File: src/rtl/z80_block_cp_sequencer.sv
// z80_block_cp_sequencer: sequences CPI/CPD/CPIR/CPDR (read at HL, extended T-cycles, optional repeat penalty)
// Optional abort input when Z80_BLOCK_CP_ABORT_EN is defined.
module z80_block_cp_sequencer #(
  parameter int EXT_CYCLES = 5,
  parameter int REP_CYCLES = 5
) (
  input  logic        clk,
  input  logic        reset,
  input  logic        start,
  input  logic        op_dec,
  input  logic        op_rep,
  input  logic [7:0]  reg_a_in,
  input  logic [7:0]  reg_f_in,
  input  logic [15:0] reg_bc_in,
  input  logic [15:0] reg_hl_in,
  input  logic [15:0] reg_ip_in,
`ifdef Z80_BLOCK_CP_ABORT_EN
  input  logic        abort,
`endif
  output logic        mem_rd_req,
  output logic [15:0] mem_raddr,
  input  logic        mem_rd_ack,
  input  logic [7:0]  mem_rdata,
  output logic        busy,
  output logic        done,
  output logic [7:0]  reg_f_out,
  output logic [15:0] reg_bc_out,
  output logic [15:0] reg_hl_out,
  output logic [15:0] reg_ip_out
);
  typedef enum logic [2:0] {IDLE, READ, EXT, REP, DONE} state_t;
  state_t      state;
  logic [7:0]  a_r, f_r, res_f, d;
  logic [15:0] bc_r, hl_r, ip_r, res_bc, res_hl, res_ip, bc_m1;
  logic        dec_r, rep_r, take_r, z, v, h, abort_i;
  logic [3:0]  cnt;
`ifdef Z80_BLOCK_CP_ABORT_EN
  assign abort_i = abort;
`else
  assign abort_i = 1'b0;
`endif
  assign d     = a_r - mem_rdata;
  assign bc_m1 = bc_r - 16'd1;
  assign z     = (d == 8'd0);
  assign v     = (bc_m1 != 16'd0);
  assign h     = (a_r[3:0] < mem_rdata[3:0]);
  always_ff @(posedge clk) begin
    if (reset) begin
      state      <= IDLE;
      busy       <= 1'b0;
      done       <= 1'b0;
      mem_rd_req <= 1'b0;
      mem_raddr  <= '0;
      reg_f_out  <= '0;
      reg_bc_out <= '0;
      reg_hl_out <= '0;
      reg_ip_out <= '0;
      a_r        <= '0;
      f_r        <= '0;
      bc_r       <= '0;
      hl_r       <= '0;
      ip_r       <= '0;
      dec_r      <= 1'b0;
      rep_r      <= 1'b0;
      take_r     <= 1'b0;
      cnt        <= '0;
      res_f      <= '0;
      res_bc     <= '0;
      res_hl     <= '0;
      res_ip     <= '0;
    end else if (abort_i && (state == READ || state == EXT || state == REP)) begin
      state      <= IDLE;
      busy       <= 1'b0;
      mem_rd_req <= 1'b0;
    end else begin
      case (state)
        IDLE: if (start) begin
          a_r        <= reg_a_in;
          f_r        <= reg_f_in;
          bc_r       <= reg_bc_in;
          hl_r       <= reg_hl_in;
          ip_r       <= reg_ip_in;
          dec_r      <= op_dec;
          rep_r      <= op_rep;
          mem_raddr  <= reg_hl_in;
          mem_rd_req <= 1'b1;
          busy       <= 1'b1;
          state      <= READ;
        end
        READ: if (mem_rd_ack) begin
          mem_rd_req <= 1'b0;
          res_f      <= {d[7], z, f_r[5], h, f_r[3], v, 1'b1, f_r[0]};
          res_bc     <= bc_m1;
          res_hl     <= dec_r ? hl_r - 16'd1 : hl_r + 16'd1;
          take_r     <= rep_r && v && !z;
          res_ip     <= (rep_r && v && !z) ? ip_r : ip_r + 16'd2;
          cnt        <= '0;
          state      <= EXT;
        end
        EXT: begin
          cnt <= cnt + 4'd1;
          if (cnt == 4'(EXT_CYCLES - 1)) begin
            cnt        <= '0;
            state      <= take_r ? REP : DONE;
            done       <= !take_r;
            reg_f_out  <= take_r ? reg_f_out : res_f;
            reg_bc_out <= take_r ? reg_bc_out : res_bc;
            reg_hl_out <= take_r ? reg_hl_out : res_hl;
            reg_ip_out <= take_r ? reg_ip_out : res_ip;
          end
        end
        REP: begin
          cnt <= cnt + 4'd1;
          if (cnt == 4'(REP_CYCLES - 1)) begin
            cnt        <= '0;
            state      <= DONE;
            done       <= 1'b1;
            reg_f_out  <= res_f;
            reg_bc_out <= res_bc;
            reg_hl_out <= res_hl;
            reg_ip_out <= res_ip;
          end
        end
        DONE: begin
          done  <= 1'b0;
          busy  <= 1'b0;
          state <= IDLE;
        end
        default: state <= IDLE;
      endcase
    end
  end
endmodule
File: config.mk
export PLATFORM = sky130hd
export DESIGN_NAME = z80_block_cp_sequencer
export DESIGN_NICKNAME = d
export VERILOG_FILES = /design/src/rtl/z80_block_cp_sequencer.sv
export SDC_FILE = /design/constraint.sdc
export NUM_CORES = 1
export LEC_CHECK = 0
export CORE_ASPECT_RATIO = 1.25
export CORE_MARGIN = 5
export CORE_UTILIZATION = 38
export DETAILED_ROUTE_END_ITERATION = 10
export SYNTH_ARGS = -nofsm -noshare
export SYNTH_HDL_FRONTEND = slang
export SYNTH_SLANG_ARGS = --single-unit
File: constraint.sdc
create_clock -name clk -period 3.6 [get_ports clk]
set_input_delay 1.08 -clock clk [delete_from_list [all_inputs] [get_ports clk]]
set_output_delay 1.08 -clock clk [all_outputs]
set_load 0.01 [all_outputs]
==> run_summary.xml <==
<?xml version="1.0" encoding="UTF-8"?>
<metrics>
  <group name="outcome">
    <metric name="run_status" unit="">finished clean</metric>
  </group>
  <group name="clocking">
    <metric name="tritoncts_num_sinks" unit="">184</metric>
    <metric name="clock_transition_at_the_register_clock_pins_on_the_worst_setup_and_hold_paths_after_cts" unit="ns">0.07</metric>
    <metric name="htree_levels" unit="">4</metric>
    <metric name="cts_buffers" unit="">17</metric>
    <metric name="tritoncts" unit="">built</metric>
    <metric name="clockBufferDepth" unit="">2</metric>
    <metric name="clk_latency" unit="ns">0.42</metric>
    <metric name="clock_root_buffer" unit="">clkbuf_16</metric>
    <metric name="cts-hold-fix-buffers" unit="">0</metric>
  </group>
  <group name="synthesis">
    <metric name="yosys_register_bits" unit="">184</metric>
    <metric name="ys_types" unit="">67</metric>
    <metric name="synth_top_flop_cell" unit="">dfxtp_1</metric>
    <metric name="avgSynthCellArea" unit="um2">7.94</metric>
    <metric name="cell_accounting_for_the_most_synthesized_area" unit="">dfxtp_1</metric>
    <metric name="synth_sequential_area_ratio" unit="%">44.5</metric>
    <metric name="synth_area" unit="um2">8280</metric>
    <metric name="synth_enable_flop_cells" unit="">0</metric>
    <metric name="synthArstFlopShare" unit="%">0</metric>
    <metric name="netlist_top_cells_area" unit="">dfxtp_1, nand2_1, a21oi_1, ha_1, nor2_1</metric>
    <metric name="synth_nets" unit="">1149</metric>
    <metric name="warnings_synthesis" unit="">0</metric>
    <metric name="synth_top_area_share" unit="%">44.5</metric>
    <metric name="synthesis.instances" unit="">1043</metric>
  </group>
  <group name="worst_setup_path">
    <metric name="timing.critical_path.required" unit="ns">3.88</metric>
    <metric name="crit_end_category" unit="">flop</metric>
    <metric name="critical_path_class" unit="">primary input to flop</metric>
    <metric name="crit_path_start_kind" unit="">primary input</metric>
    <metric name="cp_data_arrival_time" unit="ns">3.77</metric>
    <metric name="worstPathMaxFanout" unit="">5</metric>
  </group>
  <group name="grt">
    <metric name="grt_pass1_wl" unit="um">34500</metric>
    <metric name="grt_start_max_net_pins" unit="">87</metric>
    <metric name="grt_use_total" unit="%">17.0</metric>
    <metric name="grt_antenna_before_repair" unit="">2</metric>
    <metric name="grt_remaining_overflow" unit="">0</metric>
    <metric name="grt_pass1_vias" unit="">6857</metric>
  </group>
  <group name="sta">
    <metric name="max-slew-margin-rel" unit="%">49.9</metric>
    <metric name="worstMarginPinSlew" unit="ns">0.745</metric>
    <metric name="layout_setup_ws" unit="ns">0.114</metric>
    <metric name="max_freq" unit="MHz">287</metric>
    <metric name="setup_viol" unit="">0</metric>
    <metric name="layout_worst_path_cycle_share" unit="%">96.8</metric>
    <metric name="timing_max_transition_violations_final" unit="">0</metric>
    <metric name="report.final.hold_viol_count" unit="">0</metric>
    <metric name="post-route-min-period" unit="ns">3.49</metric>
    <metric name="final.setup_skew" unit="ns">0.0105</metric>
  </group>
  <group name="place">
    <metric name="gp_congestion" unit="">0.864</metric>
    <metric name="port_buffers" unit="">147</metric>
    <metric name="dp_worst_setup_slack" unit="ns">-0.551</metric>
    <metric name="dpl.hpwl" unit="um">14900</metric>
    <metric name="placement.cell_area" unit="um2">10100</metric>
    <metric name="post-place-cells" unit="">1435</metric>
  </group>
  <group name="power">
    <metric name="vdd.ir_drop.worst" unit="mV">0.341</metric>
    <metric name="power.static_leakage" unit="nW">3.87</metric>
    <metric name="power_density_cells" unit="nW/um2">446</metric>
  </group>
  <group name="hold_path">
    <metric name="hold_class" unit="">flop to flop</metric>
  </group>
  <group name="detailed_routing">
    <metric name="wirelength" unit="um">21600</metric>
    <metric name="drtPass1Iterations" unit="">5</metric>
    <metric name="post_drt_wl_per_cell" unit="um">14.7</metric>
    <metric name="detail_route.vias_per_cell" unit="">5.03</metric>
    <metric name="postRouteAntennaNets" unit="">0</metric>
    <metric name="drt_drc_violations_left" unit="">0</metric>
    <metric name="num_vias" unit="">7395</metric>
    <metric name="drt_iter0_drc" unit="">351</metric>
  </group>
  <group name="final_layout">
    <metric name="fill_cells" unit="">2166</metric>
    <metric name="most-common-layout-cells" unit="">nand2_1, dfxtp_1, a21oi_1</metric>
    <metric name="footprint_of_the_flip_flops_and_latches" unit="um2">3680</metric>
    <metric name="drive_gt1_share" unit="%">9.66</metric>
    <metric name="stdcell_count" unit="">1471</metric>
    <metric name="final_common_cell" unit="">nand2_1</metric>
    <metric name="multi_input_area" unit="um2">4330</metric>
    <metric name="fin_area" unit="um2">10800</metric>
    <metric name="area_growth" unit="%">30.9</metric>
    <metric name="finish.net_count" unit="">1286</metric>
  </group>
  <group name="floorplan">
    <metric name="core-area" unit="um2">21500</metric>
    <metric name="initial_core_util" unit="%">38.6</metric>
    <metric name="dieArea" unit="um2">24900</metric>
    <metric name="fp.dieH" unit="um">175</metric>
    <metric name="die_width" unit="um">142</metric>
    <metric name="placement_rows" unit="">60</metric>
    <metric name="num_io_pins" unit="">153</metric>
  </group>
  <group name="run">
    <metric name="max-cap-violations" unit="">0</metric>
  </group>
</metrics>
==> cells in the mapped netlist (4+ instances only) <==
| cell type | count |
|---|---|
| inv_1 | 18 |
| nor2_1 | 69 |
| clkbuf_1 | 52 |
| o21ai_0 | 16 |
| a31oi_1 | 4 |
| buf_1 | 4 |
| ha_1 | 26 |
| nand2_1 | 287 |
| nand3_1 | 12 |
| or3_1 | 7 |
| a311oi_1 | 6 |
| nor2b_1 | 7 |
| clkbuf_8 | 5 |
| nand2b_1 | 6 |
| a21oi_1 | 153 |
| nand4_1 | 7 |
| nor4_1 | 9 |
| xnor2_1 | 20 |
| buf_6 | 4 |
| nor3_1 | 14 |
| nand3b_1 | 6 |
| a211oi_1 | 32 |
| a21o_1 | 4 |
| nor3b_1 | 4 |
| xor2_1 | 17 |
| dfxtp_1 | 184 |
| or2_2 | 4 |
| o21a_1 | 6 |
==> power breakdown <==
| group | leakage [nW] | total [mW] | switching (mW) | internal, mW |
|---|---|---|---|---|
| logic | 2.08 | 0.691 | 0.366 | 0.325 |
| clock network | 0.293 | 1.95 | 0.797 | 1.15 |
| registers | 1.50 | 2.20 | 0.0793 | 2.12 |
| total | 3.87 | 4.84 | 1.24 | 3.60 |
==> cells by family (layout without fill, tap and decap cells) <==
logic type                 count (synthesis)  count (layout)  share of synthesized area [%]
and+or+nand+nor                          453             453                           23.7
buffers and inverters                     85             233                           4.93
adders and majority gates                 28              28                           4.41
xor gates and xnor gates                  37              37                           3.91
muxes                                      1               1                          0.121
other                                      0               1                              0
AOI/OAI and AO/OA                        255             255                           18.4
DFF                                      184             184                           44.5
==> flip-flops by register name, summed over array words and instances (netlist names) <==
register    flops
bc_r           16
hl_r           16
ip_r           16
reg_bc_out     16
reg_hl_out     16
reg_ip_out     16
res_bc         16
res_hl         16
res_ip         16
a_r             8
reg_f_out       8
res_f           8
cnt             4
f_r             3
state           3
busy            1
dec_r           1
done            1
mem_rd_req      1
rep_r           1
take_r          1
==> metrics by stage <==
| step | hold slack [ns] | TNS, ns | util (%) | power, mW |
|---|---|---|---|---|
| after global routing | 0.460 | -0.0202 | 50.5 | 5.06 |
| after detailed placement | 0.443 | -5.45 | 47.1 | 2.92 |
| after floorplan | 0.427 | 0 | - | 2.68 |
| after CTS | 0.445 | 0 | 50.1 | 4.89 |
| final | 0.448 | 0 | 50.5 | 4.84 |
| after global placement | 0.438 | -4.70 | 47.1 | 2.91 |
==> critical path, stage by stage <==
cell and delay [ns]:
clkdlybuf4s50_1 0.46, inv_1 0.06, ha_4 0.21, or4_4 0.55, a2111oi_4 0.38, and4_4 0.32, nor2_4 0.05, buf_6 0.12
buf_4 0.12, o31ai_1 0.27, a311oi_2 0.13
==> final timing paths <==
kind / startpoint / endpoint / slack (ns) / cells past startpoint
setup / recovery: mem_rdata[5] / res_ip[9]$_SDFFE_PP0P_ / 0.11 / 11
hold / removal: res_hl[0]$_SDFFE_PP0P_ / reg_hl_out[0]$_SDFFE_PP0P_ / 0.45 / 2
setup reg to reg: bc_r[2]$_SDFFE_PP0P_ / res_ip[9]$_SDFFE_PP0P_ / 0.71 / 10
hold reg to reg: res_hl[0]$_SDFFE_PP0P_ / reg_hl_out[0]$_SDFFE_PP0P_ / 0.45 / 2
==> repair_timing <==
item	4_1_cts	5_1_grt
endpoints found under the hold margin	0	0
pin swaps	5	12
gates resized for setup	12	15
buffers inserted	4	1
endpoints found under the setup margin	3	12
==> per-layer routing <==
layer | vias to the layer above | wire length (um) | global-route usage, %
li1 | 3831 | - | -
met1 | 3400 | 9630 | 21.1
met2 | 139 | 10600 | 29.1
met3 | 21 | 1050 | 3.78
met4 | 4 | 244 | 5.16
met5 | - | 19 | 0
==> layout make-up <==
cell class	instances	share of cell area, %
flip-flops and latches	184	34.0
inverters	18	0.623
clock buffers	21	4.34
repair buffers	185	16.6
multi-input cells	774	39.9
clock inverters	9	1.29
diodes	1	0.0231
well taps	279	3.22
Power figures use the tool's default switching activity.
